[src/rtl/tx_serial_fifo.sv]
// Framed serial transmitter with a small word FIFO in front of it.
// Start bit, DATA_W data bits LSB-first, optional parity, 1 or 2 stop bits.
module tx_serial_fifo #(
    parameter int DATA_W     = 16,
    parameter int CLK_DIV    = 1,
    parameter int PARITY_EN  = 1,
    parameter int PARITY_ODD = 0,
    parameter int STOP_BITS  = 1,
    parameter int FIFO_DEPTH = 4
) (
    input  logic              clock,
    input  logic              reset,
    input  logic              send,
    input  logic [DATA_W-1:0] palavra,
    output logic              busy,
    output logic              linha,
    output logic              full,
    output logic              overflow
);

    localparam int PTR_W    = $clog2(FIFO_DEPTH);
    localparam int CNT_W    = $clog2(FIFO_DEPTH + 1);
    localparam int STOP_LEN = STOP_BITS * CLK_DIV;
    localparam int DIV_W    = $clog2(STOP_LEN + 1);
    localparam int BIT_W    = $clog2(DATA_W + 1);

    localparam logic [CNT_W-1:0] CNT_ZERO  = {CNT_W{1'b0}};
    localparam logic [CNT_W-1:0] CNT_ONE   = CNT_W'(1);
    localparam logic [CNT_W-1:0] DEPTH_C   = CNT_W'(FIFO_DEPTH);
    localparam logic [PTR_W-1:0] PTR_ZERO  = {PTR_W{1'b0}};
    localparam logic [PTR_W-1:0] PTR_ONE   = PTR_W'(1);
    localparam logic [DIV_W-1:0] DIV_ZERO  = {DIV_W{1'b0}};
    localparam logic [DIV_W-1:0] DIV_ONE   = DIV_W'(1);
    localparam logic [DIV_W-1:0] BIT_LAST  = DIV_W'(CLK_DIV - 1);
    localparam logic [DIV_W-1:0] STOP_LAST = DIV_W'(STOP_LEN - 1);
    localparam logic [BIT_W-1:0] BIT_ZERO  = {BIT_W{1'b0}};
    localparam logic [BIT_W-1:0] BIT_ONE   = BIT_W'(1);
    localparam logic [BIT_W-1:0] BITS_LAST = BIT_W'(DATA_W - 1);

    typedef enum logic [2:0] {
        IDLE   = 3'd0,
        START  = 3'd1,
        DATA   = 3'd2,
        PARITY = 3'd3,
        STOP   = 3'd4
    } state_t;

    function automatic logic parity_out(input logic acc);
        return acc ^ (PARITY_ODD != 0);
    endfunction

    state_t              state_r;
    logic                send_prev_r;
    logic [CNT_W-1:0]    count_r;
    logic [CNT_W-1:0]    count_next_s;
    logic [PTR_W-1:0]    wr_ptr_r;
    logic [PTR_W-1:0]    rd_ptr_r;
    logic [DATA_W-1:0]   mem_r [FIFO_DEPTH];
    logic [DATA_W-1:0]   shreg_r;
    logic                par_r;
    logic [DIV_W-1:0]    div_r;
    logic [BIT_W-1:0]    bitcnt_r;
    logic                push_req_s;
    logic                push_s;
    logic                pop_s;
    logic                full_s;
    logic                bit_end_s;
    logic                stop_end_s;
    logic [DATA_W-1:0]   head_s;

    // Push/pop decisions and next occupancy; full is judged before any pop.
    always_comb begin
        push_req_s = send & ~send_prev_r;
        full_s     = (count_r == DEPTH_C);
        push_s     = push_req_s & ~full_s;
        bit_end_s  = (div_r == BIT_LAST);
        stop_end_s = (div_r == STOP_LAST);
        head_s     = mem_r[rd_ptr_r];
        pop_s      = 1'b0;
        case (state_r)
            IDLE:    pop_s = (count_r != CNT_ZERO);
            STOP:    pop_s = stop_end_s && (count_r != CNT_ZERO);
            default: pop_s = 1'b0;
        endcase
        case ({push_s, pop_s})
            2'b10:   count_next_s = count_r + CNT_ONE;
            2'b01:   count_next_s = count_r - CNT_ONE;
            default: count_next_s = count_r;
        endcase
    end

    // FIFO storage, pointers, occupancy and the full/overflow flags.
    always_ff @(posedge clock) begin
        if (reset) begin
            send_prev_r <= 1'b0;
            wr_ptr_r    <= PTR_ZERO;
            rd_ptr_r    <= PTR_ZERO;
            count_r     <= CNT_ZERO;
            full        <= 1'b0;
            overflow    <= 1'b0;
        end else begin
            send_prev_r <= send;
            if (push_s) begin
                mem_r[wr_ptr_r] <= palavra;
                wr_ptr_r        <= wr_ptr_r + PTR_ONE;
            end
            if (pop_s) begin
                rd_ptr_r <= rd_ptr_r + PTR_ONE;
            end
            count_r  <= count_next_s;
            full     <= (count_next_s == DEPTH_C);
            overflow <= push_req_s & full_s;
        end
    end

    // Frame sequencer; linha follows the state one cycle later, busy covers the line.
    always_ff @(posedge clock) begin
        if (reset) begin
            state_r  <= IDLE;
            shreg_r  <= {DATA_W{1'b0}};
            par_r    <= 1'b0;
            div_r    <= DIV_ZERO;
            bitcnt_r <= BIT_ZERO;
            linha    <= 1'b1;
            busy     <= 1'b0;
        end else begin
            busy <= (count_next_s != CNT_ZERO) || (state_r != IDLE) || pop_s;
            case (state_r)
                IDLE: begin
                    linha <= 1'b1;
                    div_r <= DIV_ZERO;
                    if (pop_s) begin
                        shreg_r  <= head_s;
                        par_r    <= 1'b0;
                        bitcnt_r <= BIT_ZERO;
                        state_r  <= START;
                    end
                end
                START: begin
                    linha <= 1'b0;
                    if (bit_end_s) begin
                        div_r   <= DIV_ZERO;
                        state_r <= DATA;
                    end else begin
                        div_r <= div_r + DIV_ONE;
                    end
                end
                DATA: begin
                    linha <= shreg_r[0];
                    if (bit_end_s) begin
                        div_r   <= DIV_ZERO;
                        shreg_r <= shreg_r >> 1'b1;
                        par_r   <= par_r ^ shreg_r[0];
                        if (bitcnt_r == BITS_LAST) begin
                            state_r <= (PARITY_EN != 0) ? PARITY : STOP;
                        end else begin
                            bitcnt_r <= bitcnt_r + BIT_ONE;
                        end
                    end else begin
                        div_r <= div_r + DIV_ONE;
                    end
                end
                PARITY: begin
                    linha <= parity_out(par_r);
                    if (bit_end_s) begin
                        div_r   <= DIV_ZERO;
                        state_r <= STOP;
                    end else begin
                        div_r <= div_r + DIV_ONE;
                    end
                end
                STOP: begin
                    linha <= 1'b1;
                    if (stop_end_s) begin
                        div_r <= DIV_ZERO;
                        // Queued word goes straight to a new start bit, no idle gap.
                        if (pop_s) begin
                            shreg_r  <= head_s;
                            par_r    <= 1'b0;
                            bitcnt_r <= BIT_ZERO;
                            state_r  <= START;
                        end else begin
                            state_r <= IDLE;
                        end
                    end else begin
                        div_r <= div_r + DIV_ONE;
                    end
                end
                default: begin
                    linha   <= 1'b1;
                    div_r   <= DIV_ZERO;
                    state_r <= IDLE;
                end
            endcase
        end
    end

endmodule

[config.mk]
export PLATFORM = sky130hd
export DESIGN_NAME = tx_serial_fifo
export DESIGN_NICKNAME = d
export VERILOG_FILES = /design/src/rtl/tx_serial_fifo.sv
export SDC_FILE = /design/constraint.sdc
export NUM_CORES = 1
export LEC_CHECK = 0
export CAP_MARGIN = 20
export CORE_MARGIN = 3
export CORE_UTILIZATION = 60
export CTS_BUF_LIST = sky130_fd_sc_hd__clkbuf_8
export CTS_CLUSTER_DIAMETER = 80
export DETAILED_ROUTE_END_ITERATION = 8
export GPL_ROUTABILITY_DRIVEN = 0
export PLACE_DENSITY = 0.89
export SLEW_MARGIN = 20
export SYNTH_ARGS = -nofsm -noshare
export SYNTH_HDL_FRONTEND = slang
export SYNTH_SLANG_ARGS = --single-unit
[constraint.sdc]
create_clock -name clock -period 5.7 [get_ports clock]
set_input_delay 1.425 -clock clock [delete_from_list [all_inputs] [get_ports clock]]
set_output_delay 1.425 -clock clock [all_outputs]
set_load 0.05 [all_outputs]
==> qor.txt, run 1 <==
Outcome: finished clean
HPWL after DPL: 4691 um
Post-CTS Hold Buffers: 0
Initial DRT Pass Iterations: 4
Multi-input logic area: 1416 um^2
Main flop type after synthesis: edfxtp_1
Power density over cell area: 431.7 nW/um^2
CTS Buf Count: 9
Clock Latency Late Sink: 0.36 ns
Hold Vio Cnt, Final: 0
Final Max Tran Viols: 0
Htree depth: 3
HP Class: register to register
I/O pin total: 23
CP arrival: 3.00 ns
CTS resizes: 0
Number of antenna repair diodes: 0
YS warnings: 0
Post-synthesis simple-gate area fraction: 8.481%
CTS tree: built
Share of flip-flops with an asynchronous set or reset: 0%
Clock buffer depth: 2
Proportion of synthesized area in mux cells: 13.06%
Dpl cell area: 4521 um^2
Final setup TNS: 0 ns
Number of distinct library cells after synthesis: 46
Area growth, synth to finish: 9.647%
Ratio of cells with drive above 1 in the final layout: 17.15%
Final instance area: 4707 um^2
Die Y: 90.59 um
Sequential share of the synthesized area: 63.42%
Initial Util: 62.50%
Worst slew pin tran: 0.8116 ns
Via count: 2264
Die area: 8206 um^2
Xor and xnor area share after synthesis: 1.428%
Tcrit/Tclk final: 52.67%
Critical Path RT: 5.69 ns
Die extent in x: 90.59 um
Antenna viol nets, final: 0
Port-buffer cells: 22
P_leak: 1.624 nW
First-pass GRT wire length: 11550 um
Drt first-iter violations: 189
Drt via density: 5.590
Period minus WS final: 3.002 ns
Post-synthesis adder-cell area fraction: 2.507%
Max_cap viols: 0
Total GRT Usage: 18.11%
Setup CP Type: primary input to register
Post-synth EDFFs: 64
Critical Path Source Type: primary input
Final Net Count: 331
DR DRC count: 0
Total wire length: 6887 um
Grt ovf: 0
CORE AREA: 6869 um^2
Clk slew on worst S/H paths: 0.10 ns
Mapped Avg Cell Area: 14.96 um^2
Setup repair after global routing missed its margin: false
Vias in the first global route: 2259
Synth Register Bits: 104
Largest net degree at the start of global routing: 34
Commonest non-fill, non-tap cells in the layout: edfxtp_1, dfxtp_1, nor2_1
Fill cells: 449
Reg area: 2724 um^2
Largest family of logic cells by synthesized area: multiplexers
Postcts setup bufs: 0
CP max FO: 33
Wire length per cell: 17.00 um
Compound-Gate Fraction of Synth Area: 7.432%
Synthesized Nets: 314
Clock root buffer: clkbuf_8
Initial antenna violation count: 0
Setup-failing EPs final: 0
Number of core rows: 30
Most common cell after layout, fill and taps aside: edfxtp_1
Worst vdd ir: 0.2730 mV
Worst rel slew slack: 45.89%
Post-Synthesis Cells: 287
Clock Skews: 0.01163 ns
CTS sink cnt: 104
Max Freq: 333.1 MHz
CP endpoint kind: register
Synth Cell Area: 4293 um^2
-- path summary, 6_finish.rpt --
path | endpoint | slack [ns] | cells past startpoint | startpoint
worst max register to register | full | 3.27 | 8 | state_r[1]
worst min-delay path | overflow | 0.46 | 1 | send_prev_r
worst max-delay path | mem_r[0][10] | 2.70 | 4 | reset
worst min register to register | overflow | 0.46 | 1 | send_prev_r
-- routing by layer --
metal / share of wire [%] / vias up / global-route usage (%)
met1: 45 / 1107 / 24.77
met3: 3.5 / 11 / 4.417
li1: - / 1102 / -
met5: 0 / - / 0
met4: 2.0 / 0 / 7.653
met2: 49 / 44 / 27.86
-- per-stage QoR --
step | worst slack (ns) | std cells | hold WS (ns) | utilization [%] | total power (W)
3_3_place_gp | 2.391 | 389 | 0.4010 | 65.81 | 0.001584
5_1_grt | 2.570 | 405 | 0.4666 | 68.52 | 0.002153
6_report | 2.698 | 405 | 0.4559 | 68.52 | 0.002032
3_5_place_dp | 2.293 | 389 | 0.4336 | 65.81 | 0.001616
2_1_floorplan | 2.922 | 287 | 0.3870 | - | 0.001521
4_1_cts | 2.688 | 405 | 0.4472 | 68.51 | 0.002045
-- cell usage after synthesis (2+ instances only) --
| cell type | instances | area, um^2 |
|---|---|---|
| edfxtp_1 | 64 | 1922 |
| dfxtp_1 | 40 | 800.8 |
| nor2_1 | 28 | 105.1 |
| mux2i_1 | 20 | 200.2 |
| mux4_2 | 16 | 360.4 |
| a211oi_2 | 15 | 187.7 |
| inv_1 | 9 | 33.78 |
| ha_1 | 7 | 87.58 |
| nand2_1 | 7 | 26.28 |
| nor3_1 | 7 | 35.03 |
| buf_6 | 6 | 67.56 |
| and2_1 | 5 | 31.28 |
| a21oi_1 | 4 | 20.02 |
| buf_2 | 4 | 20.02 |
| or3_1 | 4 | 25.02 |
| xnor2_1 | 4 | 35.03 |
| a211oi_1 | 3 | 22.52 |
| nand2b_1 | 3 | 18.77 |
| nor2b_1 | 3 | 18.77 |
| o21ai_0 | 3 | 15.01 |
| xor2_1 | 3 | 26.28 |
| a22oi_1 | 2 | 15.01 |
| buf_1 | 2 | 7.510 |
| clkbuf_1 | 2 | 7.510 |
| clkbuf_2 | 2 | 10.01 |
| nand3_1 | 2 | 10.01 |
| nand3b_1 | 2 | 15.01 |
| nor4b_1 | 2 | 17.52 |
-- final cells by class --
class,instances,share of cell area (%)
Timing Repair Buffer,23,4.838
Clock buffer,9,2.632
Inverter,9,0.7177
Sequential cell,104,57.87
Clock inverter,7,1.302
Tap cell,96,2.552
Multi-Input combinational cell,157,30.09
-- flip-flops by register name (all words and copies together), names as in the netlist, 2 cells and up, named ones only --
register  flops
state_r       3
mem_r        64
count_r       3
bitcnt_r      5
shreg_r      16
rd_ptr_r      2
wr_ptr_r      2
-- report_power, final --
part	leakage (nW)	switching [W]	internal (W)	total (W)
Combinational	0.626	0.000330	0.000280	0.000611
Sequential	0.909	0.0000954	0.000896	0.000991
Clock	0.0888	0.000262	0.000167	0.000430
-- logic make-up (layout without fill, tap and decap cells) --
family,after synthesis,in the layout
flip-flops,104,104
AND/OR/NAND/NOR,70,70
multiplexers,36,36
AO/OA/AOI/OAI,35,35
buffers and inverters,26,48
adder cells (fa/ha/maj),8,8
XOR/XNOR,7,7
other,1,1
-- worst max-delay path, cell delays in order --
cell	delay, ns
clkdlybuf4s50_1	0.39
buf_4	0.26
nor2_1	0.22
and2_1	0.68
No activity file was read; power rests on OpenSTA's default activity.
==> run 2: changes to the inputs <==
--- a/config.mk
+++ b/config.mk
@@ -7,12 +7,12 @@
 export LEC_CHECK = 0
 export CAP_MARGIN = 20
 export CORE_MARGIN = 3
-export CORE_UTILIZATION = 60
+export CORE_UTILIZATION = 56
 export CTS_BUF_LIST = sky130_fd_sc_hd__clkbuf_8
 export CTS_CLUSTER_DIAMETER = 80
 export DETAILED_ROUTE_END_ITERATION = 8
 export GPL_ROUTABILITY_DRIVEN = 0
-export PLACE_DENSITY = 0.89
+export PLACE_DENSITY = 0.87
 export SLEW_MARGIN = 20
 export SYNTH_ARGS = -nofsm -noshare
 export SYNTH_HDL_FRONTEND = slang
==> constraint.sdc (replaced) <==
create_clock -name clock -period 2.5 [get_ports clock]
set_input_delay 0.625 -clock clock [delete_from_list [all_inputs] [get_ports clock]]
set_output_delay 0.625 -clock clock [all_outputs]
set_load 0.05 [all_outputs]
==> run 2 against run 1 <==
Net effect:
- clock power grew 130%
- worst setup slack lost 2.5 ns
- utilization shrank 2.1 points
- largest power group unchanged
- combinational power grew to 2.5 times the previous value
- die area grew 6.7%
- via count grew 2.8%
- clock skew shrank 0.0024 ns
- hold slack lost 0.024 ns
- flip-flop and latch count is the same
- final cell count grew 4.0%
- highest routed layer unchanged
- design area grew 3.4%
- global-route usage shrank 0.50 points
==> qor.txt, run 2 (same netlist as run 1, synthesis figures left out) <==
Outcome: finished clean
Final instance area: 4867 um^2
Setup repair after global routing missed its margin: false
CP max FO: 5
Setup-failing EPs final: 0
Combinational share of power: 32.8%
Drt first-iter violations: 113
R2r startpoint: count_r[2]
Reg-to-reg slack, setup: 0.24 ns
Initial antenna violation count: 0
Clock Skews: 0.009226 ns
Worst r2r path cells: 9
CP endpoint kind: register
Family with the most delay on the worst path: simple AND/OR/NAND/NOR gates
Total GRT Usage: 17.61%
CTS tree: built
Seq pwr share: 45.7%
Die area: 8753 um^2
CP arrival: 2.52 ns
Worst rel slew slack: 44.28%
Commonest non-fill, non-tap cells in the layout: edfxtp_1, dfxtp_1, nor2_1
Hold Path End: overflow
Wire length per cell: 16.86 um
Setup WS pre-CTS: 0.09569 ns
CTS resizes: 0
Ratio of cells with drive above 1 in the final layout: 20.19%
Setup ws final: 0.2418 ns
I/O pin total: 23
Buf/Inv on CP: 1
Final Max Tran Viols: 0
Worst hold stages: 1
Clk slew on worst S/H paths: 0.11 ns
Critical Path Source Type: register
Hold Vio Cnt, Final: 0
Power density over cell area: 970.5 nW/um^2
Max_cap viols: 0
Vias in the first global route: 2308
Largest net degree at the start of global routing: 31
Port-buffer cells: 22
Initial Util: 58.56%
Dpl cell area: 4672 um^2
Setup CP Type: register to register
Fin Hold WS: 0.4316 ns
Slowest-stage cell, CP: or3b_2
Clock Latency Late Sink: 0.37 ns
Clock power frac: 21.5%
Postcts setup bufs: 0
Slowest stage delay, CP: 0.49 ns
Initial DRT Pass Iterations: 4
DR DRC count: 0
Grt ovf: 0
CORE AREA: 7331 um^2
First-pass GRT wire length: 11510 um
Number of core rows: 31
Period minus WS final: 2.258 ns
HPWL after DPL: 4715 um
Crit-path cells: or3b_2 -> nand3b_1 -> ha_1 -> inv_1 -> fa_1 -> xor2_1 -> nor2_1 -> xnor2_1 -> nor3_1
Switching Share: 33.85%
Number of antenna repair diodes: 0
Worst slew pin tran: 0.8358 ns
Max reg flops: 64
Final Net Count: 344
Clock root buffer: clkbuf_8
Largest registers: mem_r (64), shreg_r (16), bitcnt_r (5)
Final setup TNS: 0 ns
Critical Path RT: 2.76 ns
Via count: 2328
HP Class: register to register
CTS sink cnt: 104
Die Y: 93.56 um
Antenna viol nets, final: 0
Tcrit/Tclk final: 90.33%
Area growth, synth to finish: 13.38%
Htree depth: 3
Psw: 0.001599 W
Max Freq: 442.8 MHz
Hold Path Origin: send_prev_r
Post-CTS Hold Buffers: 0
CTS Buf Count: 9
Drt via density: 5.530
Worst vdd ir: 0.5008 mV
P_leak: 1.715 nW
Total wire length: 7097 um
Die extent in x: 93.56 um
Fin util: 66.39%
Worst reg2reg path endpoint: full
Largest Register: mem_r
Most common cell after layout, fill and taps aside: edfxtp_1
Clock buffer depth: 2
Pint: 0.003125 W
[run 2: cell count changes in the layout (fill, tap and decap cells not counted)]
cell        previous run  this run
buf_12                 0         4
buf_4                  1        10
clkinv_4               1         3
clkinvlp_4             2         0
dfxtp_1               39        40
dfxtp_2                1         0
inv_6                  3         0
inv_8                  1         4
[run 2: worst max-delay path by stage]
stage               startpoint  endpoint  slack, ns  cells after the start
floorplan           count_r[0]      full       0.25                     10
CTS                 count_r[2]      full       0.24                      9
global route        count_r[2]      full       0.04                      9
finish              count_r[2]      full       0.24                      9
global placement          send      full       0.15                      9
detailed placement        send      full        0.1                      9
[run 2: power groups by stage]
stage               combinational, W  clock [W]  sequential [W]
floorplan                    0.00125          0         0.00222
global placement             0.00150          0         0.00218
detailed placement           0.00157          0         0.00220
CTS                          0.00157    0.00104         0.00216
global route                 0.00170    0.00111         0.00219
finish                       0.00155    0.00101         0.00216
[run 2: final cells by class]
type | instances | area, um^2
inverter | 9 | 33.78
clock inverter | 7 | 71.32
fill | 489 | 2464
multi-input combinational | 157 | 1416
timing repair buffer | 36 | 375.4
sequential | 104 | 2723
tap | 99 | 123.9
clock buffer | 9 | 123.9
[run 2: metrics by stage]
stage	instances	power, W
2_1_floorplan	287	0.003468
3_3_place_gp	405	0.003680
3_5_place_dp	405	0.003766
4_1_cts	421	0.004776
5_1_grt	421	0.004999
6_report	421	0.004724
[run 2: metal layers]
metal	up-vias	track usage, %	part of all wire [%]
met5	-	0	0
met4	0	6.619	1.6
met3	8	4.183	3.8
met2	47	29.90	53
met1	1139	21.97	42
li1	1134	-	-
